--- src/rtl/div_seq.sv ---
// -----------------------------------------------------------------------------
// div_seq -- multi-cycle 32/32 restoring divider for the EX stage.
//
// One quotient bit is produced per clock. A division is requested by holding
// start_i high; the operands are sampled only on the edge that accepts the
// request. The result is held on result_o with ready_o high for as long as
// start_i stays high, and is cleared once start_i drops.
//
// Latency, counted from the start-sampling edge:
//   non-zero divisor : ready_o rises on edge 33 (32 restoring steps + fix-up)
//   zero divisor     : ready_o rises on edge 2, result_o = 0 (no trap)
//
// Optional feature macro:
//   DIV_SIGNED_EN  defined   -> signed_div_i selects two's-complement division
//                               (magnitudes divided, signs fixed up afterwards)
//                  undefined -> every division is unsigned, signed_div_i ignored
//
// Ports:
//   clk           in   1   rising-edge clock
//   rst           in   1   asynchronous reset, active low
//   signed_div_i  in   1   1 = signed division, 0 = unsigned
//   opdata1_i     in  32   dividend
//   opdata2_i     in  32   divisor
//   start_i       in   1   division request, held until ready_o is seen
//   annul_i       in   1   abort the division in flight (pipeline flush)
//   result_o      out 64   {remainder, quotient}
//   ready_o       out  1   result_o valid
//   busy_o        out  1   division in progress (feeds the EX stall request)
// -----------------------------------------------------------------------------
module div_seq (
  input  logic        clk,
  input  logic        rst,
  input  logic        signed_div_i,
  input  logic [31:0] opdata1_i,
  input  logic [31:0] opdata2_i,
  input  logic        start_i,
  input  logic        annul_i,
  output logic [63:0] result_o,
  output logic        ready_o,
  output logic        busy_o
);

  typedef enum logic [1:0] {
    ST_FREE   = 2'd0,
    ST_BYZERO = 2'd1,
    ST_ON     = 2'd2,
    ST_END    = 2'd3
  } state_t;

  localparam logic [5:0] LP_STEPS = 6'd32;

  // ---------------------------------------------------------------------------
  // Helper functions
  // ---------------------------------------------------------------------------

  // One restoring step. The top dividend bit (quo[31]) is shifted into the
  // partial remainder and the divisor magnitude is trial-subtracted. Because
  // the partial remainder is always below the divisor, the 33-bit difference
  // has bit 32 set exactly when the subtraction went negative.
  // Returns {next_remainder, next_quotient_shift_register}.
  function automatic logic [63:0] restoring_step(
    input logic [31:0] rem,
    input logic [31:0] quo,
    input logic [31:0] dvs
  );
    logic [32:0] w_trial;
    w_trial = {rem, quo[31]} - {1'b0, dvs};
    if (w_trial[32]) begin
      restoring_step = {rem[30:0], quo[31], quo[30:0], 1'b0};
    end else begin
      restoring_step = {w_trial[31:0], quo[30:0], 1'b1};
    end
  endfunction

`ifdef DIV_SIGNED_EN
  // Two's-complement negation; -0x80000000 wraps to itself, which is exactly
  // the magnitude the unsigned core needs for the most negative operand.
  function automatic logic [31:0] neg32(input logic [31:0] v);
    neg32 = ~v + 32'd1;
  endfunction
`endif

  // ---------------------------------------------------------------------------
  // State and datapath registers
  // ---------------------------------------------------------------------------
  state_t      r_state;
  logic [5:0]  r_cnt;
  logic [31:0] r_rem;     // partial remainder
  logic [31:0] r_quo;     // dividend bits shift out of the top, quotient bits in at the bottom
  logic [31:0] r_dvs;     // divisor magnitude
  logic [63:0] r_result;
  logic        r_ready;
  logic        r_busy;

  state_t      w_state_nxt;
  logic [5:0]  w_cnt_nxt;
  logic [31:0] w_rem_nxt;
  logic [31:0] w_quo_nxt;
  logic [31:0] w_dvs_nxt;
  logic [63:0] w_result_nxt;
  logic        w_ready_nxt;
  logic        w_busy_nxt;

  logic        w_accept;
  logic [63:0] w_step;
  logic [31:0] w_op1_mag;
  logic [31:0] w_op2_mag;
  logic [31:0] w_quo_fix;
  logic [31:0] w_rem_fix;

  assign w_accept = start_i & ~annul_i;
  assign w_step   = restoring_step(r_rem, r_quo, r_dvs);

  // ---------------------------------------------------------------------------
  // Sign handling (present only in the signed build)
  // ---------------------------------------------------------------------------
`ifdef DIV_SIGNED_EN
  logic w_op1_neg;
  logic w_op2_neg;
  logic r_neg_quo;   // quotient must be negated: operand signs differ
  logic r_neg_rem;   // remainder must be negated: dividend was negative

  assign w_op1_neg = signed_div_i & opdata1_i[31];
  assign w_op2_neg = signed_div_i & opdata2_i[31];
  assign w_op1_mag = w_op1_neg ? neg32(opdata1_i) : opdata1_i;
  assign w_op2_mag = w_op2_neg ? neg32(opdata2_i) : opdata2_i;
  assign w_quo_fix = r_neg_quo ? neg32(r_quo) : r_quo;
  assign w_rem_fix = r_neg_rem ? neg32(r_rem) : r_rem;

  // Capture the sign fix-up flags on the start-sampling edge only.
  always_ff @(posedge clk or negedge rst) begin
    if (!rst) begin
      r_neg_quo <= 1'b0;
      r_neg_rem <= 1'b0;
    end else if ((r_state == ST_FREE) && w_accept) begin
      r_neg_quo <= w_op1_neg ^ w_op2_neg;
      r_neg_rem <= w_op1_neg;
    end else begin
      r_neg_quo <= r_neg_quo;
      r_neg_rem <= r_neg_rem;
    end
  end
`else
  logic w_unused_signed;

  assign w_op1_mag       = opdata1_i;
  assign w_op2_mag       = opdata2_i;
  assign w_quo_fix       = r_quo;
  assign w_rem_fix       = r_rem;
  assign w_unused_signed = signed_div_i;
`endif

  // ---------------------------------------------------------------------------
  // Next-state and next-output logic
  // ---------------------------------------------------------------------------

  // FSM transitions and datapath updates; every target starts from "hold".
  always_comb begin
    w_state_nxt  = r_state;
    w_cnt_nxt    = r_cnt;
    w_rem_nxt    = r_rem;
    w_quo_nxt    = r_quo;
    w_dvs_nxt    = r_dvs;
    w_result_nxt = r_result;
    w_ready_nxt  = r_ready;

    case (r_state)
      ST_FREE: begin
        w_ready_nxt  = 1'b0;
        w_result_nxt = 64'd0;
        if (w_accept) begin
          if (opdata2_i == 32'd0) begin
            w_state_nxt = ST_BYZERO;
          end else begin
            w_state_nxt = ST_ON;
            w_cnt_nxt   = 6'd0;
            w_rem_nxt   = 32'd0;
            w_quo_nxt   = w_op1_mag;
            w_dvs_nxt   = w_op2_mag;
          end
        end else begin
          w_state_nxt = ST_FREE;
        end
      end

      // Divide-by-zero: produce a zero result instead of trapping. ready_o is
      // raised by END on the following edge, giving the two-edge latency.
      ST_BYZERO: begin
        w_result_nxt = 64'd0;
        w_ready_nxt  = 1'b0;
        if (annul_i) begin
          w_state_nxt = ST_FREE;
        end else begin
          w_state_nxt = ST_END;
        end
      end

      ST_ON: begin
        if (annul_i) begin
          w_state_nxt  = ST_FREE;
          w_result_nxt = 64'd0;
          w_ready_nxt  = 1'b0;
          w_cnt_nxt    = 6'd0;
        end else if (r_cnt != LP_STEPS) begin
          w_rem_nxt = w_step[63:32];
          w_quo_nxt = w_step[31:0];
          w_cnt_nxt = r_cnt + 6'd1;
        end else begin
          // All 32 bits done: apply sign fix-up and present the result now,
          // so ready_o rises on the same edge that enters END.
          w_state_nxt  = ST_END;
          w_result_nxt = {w_rem_fix, w_quo_fix};
          w_ready_nxt  = 1'b1;
          w_cnt_nxt    = 6'd0;
        end
      end

      // Result held while EX keeps start_i high; a still-high start_i is the
      // same request, never a new one.
      ST_END: begin
        if (start_i) begin
          w_ready_nxt = 1'b1;
        end else begin
          w_state_nxt  = ST_FREE;
          w_ready_nxt  = 1'b0;
          w_result_nxt = 64'd0;
        end
      end

      default: begin
        w_state_nxt  = ST_FREE;
        w_cnt_nxt    = 6'd0;
        w_ready_nxt  = 1'b0;
        w_result_nxt = 64'd0;
      end
    endcase
  end

  assign w_busy_nxt = (w_state_nxt == ST_ON) || (w_state_nxt == ST_BYZERO);

  // ---------------------------------------------------------------------------
  // Registers
  // ---------------------------------------------------------------------------

  // FSM state and iteration counter.
  always_ff @(posedge clk or negedge rst) begin
    if (!rst) begin
      r_state <= ST_FREE;
      r_cnt   <= 6'd0;
    end else begin
      r_state <= w_state_nxt;
      r_cnt   <= w_cnt_nxt;
    end
  end

  // Datapath: partial remainder, quotient shift register, divisor magnitude.
  always_ff @(posedge clk or negedge rst) begin
    if (!rst) begin
      r_rem <= 32'd0;
      r_quo <= 32'd0;
      r_dvs <= 32'd0;
    end else begin
      r_rem <= w_rem_nxt;
      r_quo <= w_quo_nxt;
      r_dvs <= w_dvs_nxt;
    end
  end

  // Registered outputs.
  always_ff @(posedge clk or negedge rst) begin
    if (!rst) begin
      r_result <= 64'd0;
      r_ready  <= 1'b0;
      r_busy   <= 1'b0;
    end else begin
      r_result <= w_result_nxt;
      r_ready  <= w_ready_nxt;
      r_busy   <= w_busy_nxt;
    end
  end

  assign result_o = r_result;
  assign ready_o  = r_ready;
  assign busy_o   = r_busy;

endmodule

--- config.mk ---
export PLATFORM = sky130hd
export DESIGN_NAME = div_seq
export DESIGN_NICKNAME = d
export VERILOG_FILES = /design/src/rtl/div_seq.sv
export SDC_FILE = /design/constraint.sdc
export NUM_CORES = 1
export LEC_CHECK = 0
export ABC_AREA = 1
export CAP_MARGIN = 20
export CORE_UTILIZATION = 56
export CTS_CLUSTER_SIZE = 14
export DETAILED_ROUTE_END_ITERATION = 10
export GPL_TIMING_DRIVEN = 0
export PLACE_DENSITY = 0.82
export SLEW_MARGIN = 20
export SYNTH_ARGS = -nofsm -noshare
export SYNTH_HDL_FRONTEND = slang
export SYNTH_SLANG_ARGS = --single-unit
--- constraint.sdc ---
create_clock -name clk -period 3 [get_ports clk]
set_input_delay 0.6 -clock clk [delete_from_list [all_inputs] [get_ports clk]]
set_output_delay 0.6 -clock clk [all_outputs]
set_load 0.05 [all_outputs]
==> results.tsv, run 1 <==
stage	metric	value	unit
setup_path	critPathMaxStageDelay	0.46	ns
setup_path	worstPathCellList	inv_1, ha_1, inv_1, fa_1, nand2_1, nand2_1, nand3_1, nand2_1, nand2_1, nand2_2, nand2_4, nand3_4, nand2_8, buf_6, nand2_1, nand3_1, nand2_1	
synthesis	synth_seq_cells	170	
synthesis	yosys_warnings	0	
setup_path	start_kind	register	
run_status	status	finished, final reports clean	
synthesis	synth_cell_type_count	45	
drt	drt_iter0_markers	670	
placed_design	post-place-ws	-0.2169	ns
sta	rsz0062_at_grt	false	
synthesis	syn-num-nets	1519	
hold_path	min_path_type	in -> async	
global_route	grt_pass1_wl	44.94	mm
floorplan	fp-row-count	48	
drt	drt_wl_total	27.46	mm
pwr	vdd_drop_max	469.8	uV
setup_path	cp_common_cell	nand2_1	
cts	cts_root_buffer	clkbuf_16	
synthesis	yosysTopAreaCellShare	0.4171	
drt	first_pass_iters	8	
sta	setup_viol	0	
global_route	grt_max_degree	68	
setup_path	criticalPathCategory	reg -> reg	
setup_path	worstPathMaxFanout	10	
floorplan	start_util	0.5815	
sta	fin_crit_sh	0.9056	
floorplan	fp.dieW	137.0	um
global_route	first_global_vias	9343	
setup_path	startpoint	r_quo[31]	
sta	slew_viol_final	0	
placed_design	gp_congestion	0.9381	
synthesis	synth_area_per_cell	7.207	um2
floorplan	dieHeight	137.0	um
synthesis	yosys.area.top_type	dfrtp_1	
sta	tightest_slew	0.8986	ns
global_route	grt_overflow	0	
setup_path	r2r-start	r_quo[31]	
placed_design	dp.final_hpwl	20.98	mm
job	cap_violations	0	
setup_path	required	3.32	ns
cts	htreeDepth	4	
setup_path	cp-end-kind	register	
drt	num_vias	9298	
pwr	p_leak	6.477	nW
cts	clkSinkCount	170	
global_route	antenna_found_initial	0	
cts	clk_path_buf_depth	2	
sta	slew_headroom	0.4009	
synthesis	async_flop_share	1.000	
synthesis	synth_ff_type	dfrtp_1	
cells_and_area	drive_gt1_frac	0.06448	
synthesis	syn-cell-area	10200	um2
sta	fin_ws	0.2833	ns
setup_path	critPathSlowestCell	fa_1	
sta	period_minus_slack	2.717	ns
global_route	grt_usage	0.3118	
cts	cts_tree	yes	
cells_and_area	fin_nets	1673	
drt	wire_per_inst	15.19	um
cells_and_area	syn_to_final_growth	22.38	%
floorplan	dieArea	18760	um2
cells_and_area	diodes	0	
synthesis	ys_seq_area_frac	0.4171	
sta	hold_violations	0	
drt	remaining_drc_errors	0	
cts	clock_latency	0.44	ns
drt	viasPerCell	5.146	
synthesis	syn_inst	1415	
sta	fin_skew	0.01483	ns
cts	cts_buffers	17	
cells_and_area	final_core_util	0.7117	
drt	ant_nets	0	
floorplan	pin_count	135	
synthesis	synth_area_leaders	dfrtp_1, nand2_1, inv_1, ha_1, nand3_1	
placed_design	portBuffers	133	
setup_path	cp.arrival	3.04	ns
pwr	powerDensity	596.8	nW/um2
floorplan	core	17540	um2
cts	clk_pin_slew_worst_paths	0.07	ns
setup_path	worstRegToRegCells	17	
synthesis	synth_edf_count	0	
sta	timing.fmax	368.1	MHz
-- cells in the final DEF (no fill, tap or decap), types with 4 or more instances in the layout --
cell             netlist  routed
a21oi_1               22      22
buf_1                  4       4
buf_2                 13      13
buf_6                  6       6
clkbuf_1              16      17
clkbuf_16              0      17
clkdlybuf4s50_1        0     132
dfrtp_1              170     170
ha_1                  34      34
inv_1                318     318
inv_2                  6       6
inv_6                  0       4
inv_8                  0       4
nand2_1              458     458
nand2_2                6       6
nand2_4                4       4
nand3_1               73      72
nand4_1                4       4
nor2_1                56      56
nor3_1                12      12
nor4_1                 4       4
o211ai_1              28      28
o21ai_0               58      58
o21ai_1               12      12
o22ai_1               44      44
o22ai_2               16      16
or2_1                  5       5
xor2_1                15      15
-- layer usage --
layer | vias up | GRT usage | part of all wire
met5 | - | 0 | 0
met3 | 55 | 0.06556 | 0.059
li1 | 4662 | - | -
met1 | 4313 | 0.3973 | 0.44
met2 | 268 | 0.5182 | 0.47
met4 | 0 | 0.1209 | 0.030
-- Yosys cell counts, types with 13 or more instances --
| cell type | instances |
|---|---|
| nand2_1 | 458 |
| inv_1 | 318 |
| dfrtp_1 | 170 |
| nand3_1 | 73 |
| o21ai_0 | 58 |
| nor2_1 | 56 |
| o22ai_1 | 44 |
| ha_1 | 34 |
| o211ai_1 | 28 |
| a21oi_1 | 22 |
| clkbuf_1 | 16 |
| o22ai_2 | 16 |
| xor2_1 | 15 |
| buf_2 | 13 |
-- where the power goes --
group          switching (mW)  internal [mW]  total (mW)
Combinational            1.65          0.822        2.47
Clock                    1.07           1.20        2.27
Sequential              0.131           2.57        2.71
-- registers in the layout, indices dropped and copies added, names as in the netlist --
name	flops
busy_o	1
r_cnt	6
r_dvs	32
r_quo	32
r_rem	32
r_state	2
ready_o	1
result_o	64
-- worst paths after layout --
kind | endpoint | slack [ns]
worst min-delay path | result_o[40] | 0.05
worst max register to register | r_rem[7] | 0.28
min in group clk | r_rem[8] | 0.52
worst min register to register | r_rem[8] | 0.52
max in group asynchronous | r_rem[29] | 1.98
worst max-delay path | r_rem[7] | 0.28
-- cells by family after synthesis --
group / after synthesis / synth area share
simple gates: 634 / 0.2597
buf+inv: 368 / 0.1440
compound gates: 192 / 0.1217
flops: 170 / 0.4171
fa+ha+maj: 35 / 0.04368
xor+xnor: 16 / 0.01374
-- final cells by class --
cell class                 instances  area, um2
fill                            1471       5056
multi-input combinational        877       4481
sequential                       170       4254
timing repair buffer             135       1391
inverter                         324       1216
clock buffer                      18      429.2
tap                              225      281.5
buffer                            44      252.7
clock inverter                    14      175.2
-- metrics by stage --
| step | cell area, um2 | power, mW | hold WS [ns] | instances | setup TNS [ns] |
|---|---|---|---|---|---|
| after global placement | 11810 | 5.114 | 0.4963 | 1773 | -951.77 |
| after detailed placement | 11870 | 5.178 | 0.5027 | 1775 | -12.64 |
| after global routing | 12480 | 7.920 | 0.07603 | 1807 | 0 |
| after CTS | 12480 | 7.462 | 0.06510 | 1807 | 0 |
| final | 12480 | 7.448 | 0.04742 | 1807 | 0 |
| after floorplan | 10200 | 4.472 | 0.3044 | 1415 | 0 |
-- worst max-delay path, delay by kind of cell, from the launching register on --
kind / cells / cell delay, ns
DFF: 1 / 0.39
adders and majority gates: 2 / 0.61
buffers and inverters: 3 / 0.36
and+or+nand+nor: 12 / 1.24
-- what timing repair did --
item	CTS	global route
gates resized for setup	0	1
setup buffers	0	0
hold buffers	0	0
endpoints found under the setup margin	0	1
endpoints found under the hold margin	0	0
Power figures use the tool's default switching activity.
==> run 2, diff against run 1 <==
Settings changed: SLEW_MARGIN 20 to default.
==> results.tsv, run 2 (synthesized netlist as in run 1, its figures left out) <==
stage	metric	value	unit
run_status	status	finished, final reports clean	
global_route	grt_usage	0.3115	
setup_path	worstPathCellList	inv_1, ha_1, inv_1, fa_1, nand2_1, nand2_1, nand3_1, nand2_1, nand2_1, nand2_2, nand2_4, nand3_4, nand2_8, buf_6, nand2_1, nand3_1, nand2_1	
sta	slew_viol_final	0	
setup_path	cpLargestDelayFamily	simple AND/OR/NAND/NOR gates	
global_route	grt_max_degree	123	
cells_and_area	syn_to_final_growth	21.85	%
cts	clk_pin_slew_worst_paths	0.07	ns
pwr	vdd_drop_max	473.7	uV
setup_path	criticalPathCategory	reg -> reg	
floorplan	fp.dieW	137.0	um
setup_path	start_kind	register	
drt	ant_nets	0	
setup_path	critPathSlowestCell	fa_1	
sta	tightest_slew	0.8940	ns
placed_design	portBuffers	133	
drt	drt_wl_total	27.28	mm
setup_path	cp.arrival	3.05	ns
setup_path	startpoint	r_quo[31]	
job	cap_violations	0	
placed_design	dp.final_hpwl	20.81	mm
setup_path	r2r-start	r_quo[31]	
cells_and_area	drive_gt1_frac	0.06452	
drt	wire_per_inst	15.11	um
sta	fin_crit_sh	0.9082	
global_route	grt_overflow	0	
setup_path	critPathMaxStageDelay	0.45	ns
drt	drt_iter0_markers	576	
sta	hold_violations	0	
setup_path	worstPathMaxFanout	10	
cts	clkSinkCount	170	
cts	cts_tree	yes	
placed_design	gp_congestion	0.9381	
floorplan	fp-row-count	48	
floorplan	dieArea	18760	um2
sta	rsz0062_at_grt	false	
drt	remaining_drc_errors	0	
pwr	p_leak	6.449	nW
floorplan	pin_count	135	
drt	viasPerCell	5.161	
sta	setup_viol	0	
drt	num_vias	9320	
global_route	grt_pass1_wl	44.74	mm
cts	htreeDepth	4	
drt	first_pass_iters	7	
global_route	first_global_vias	9211	
setup_path	cp-end-kind	register	
setup_path	required	3.32	ns
setup_path	rrSetupSlack	0.28	ns
floorplan	start_util	0.5815	
cells_and_area	final_common_cell	nand2_1	
floorplan	core	17540	um2
sta	slew_headroom	0.4040	
cells_and_area	fin_nets	1672	
cts	cts_root_buffer	clkbuf_16	
setup_path	worstRegToRegCells	17	
hold_path	min_path_type	in -> async	
cells_and_area	largest_reg_flops	64	
sta	fin_skew	0.008377	ns
cts	clock_latency	0.44	ns
pwr	powerDensity	590.7	nW/um2
sta	setup-tns-final	0	ns
cells_and_area	final_core_util	0.7086	
cts	postCtsSetupRepairBufs	0	
floorplan	dieHeight	137.0	um
sta	timing.fmax	367.0	MHz
sta	period_minus_slack	2.725	ns
global_route	antenna_found_initial	0	
cells_and_area	n_fill_cell	1470	
cts	cts_hold_buf	0	
cts	cts_buffers	17	
setup_path	critPathBufInv	3	
cts	clk_path_buf_depth	2	
cells_and_area	diodes	0	
setup_path	r2r_end	r_rem[22]	
setup_path	cp_common_cell	nand2_1	
cells_and_area	layout_common_cells	nand2_1, inv_1, dfrtp_1	
run 2: cell count changes in the layout (fill, tap and decap cells not counted):
cell / change
clkbuf_1: -1
clkinvlp_4: +1
clkinv_4: +2
bufinv_16: -1
clkinv_2: +1
inv_8: -2
buf_16: -1
run 2: final cells by class:
type	count	area, um2	area share
multi-input combinational	877	4481	0.3606
sequential	170	4254	0.3423
timing repair buffer	134	1364	0.1097
inverter	324	1216	0.09787
clock buffer	17	425.4	0.03423
tap	225	281.5	0.02265
buffer	44	252.7	0.02034
clock inverter	15	152.6	0.01228
run 2: worst register-to-register path: stages, from the launching register on:
cell	delay (ns)
dfrtp_1	0.39
inv_1	0.11
ha_1	0.15
inv_1	0.08
fa_1	0.45
nand2_1	0.09
nand2_1	0.06
nand3_1	0.08
nand2_1	0.16
nand2_1	0.12
nand2_2	0.10
nand2_4	0.11
nand3_4	0.14
nand2_8	0.18
buf_6	0.17
nand2_1	0.07
nand3_1	0.08
nand2_1	0.07
run 2: power by group:
part	leakage [nW]	internal, mW	switching [mW]
registers	2.26	2.57	0.131
clock network	0.277	1.10	1.05
logic	3.92	0.818	1.66
total	6.45	4.50	2.84
run 2: worst max path at each step:
stage	to	slack, ns	depth (start not counted)
6_report	r_rem[22]	0.28	17
5_1_grt	r_quo[11]	0.12	8
4_1_cts	r_dvs[20]	0.18	9
3_5_place_dp	r_dvs[20]	-0.27	9
3_3_place_gp	busy_o	-5.54	1
2_1_floorplan	r_rem[7]	0.80	17
run 2: per-layer routing:
metal | GRT usage | wire (um) | vias up
met3 | 0.05111 | 1213 | 52
met4 | 0.1190 | 775 | 0
li1 | - | - | 4662
met2 | 0.5171 | 12970 | 255
met5 | 0 | 0 | -
met1 | 0.4074 | 12320 | 4351
run 2: metrics by stage:
step	std cells	setup WS [ns]	total power [mW]	area, um2	hold slack, ns
finish	1806	0.2753	7.341	12430	0.04504
CTS	1806	0.1758	7.349	12420	0.05581
detailed placement	1774	-0.2682	5.175	11840	0.4987
global route	1806	0.1250	7.816	12430	0.06675
floorplan	1415	0.8001	4.472	10200	0.3044
global placement	1773	-5.537	5.114	11810	0.4963
run 2: repair_timing:
action                                  CTS  global route
endpoints found under the hold margin     0             0
gates resized for setup                   0             1
endpoints found under the setup margin    0             1
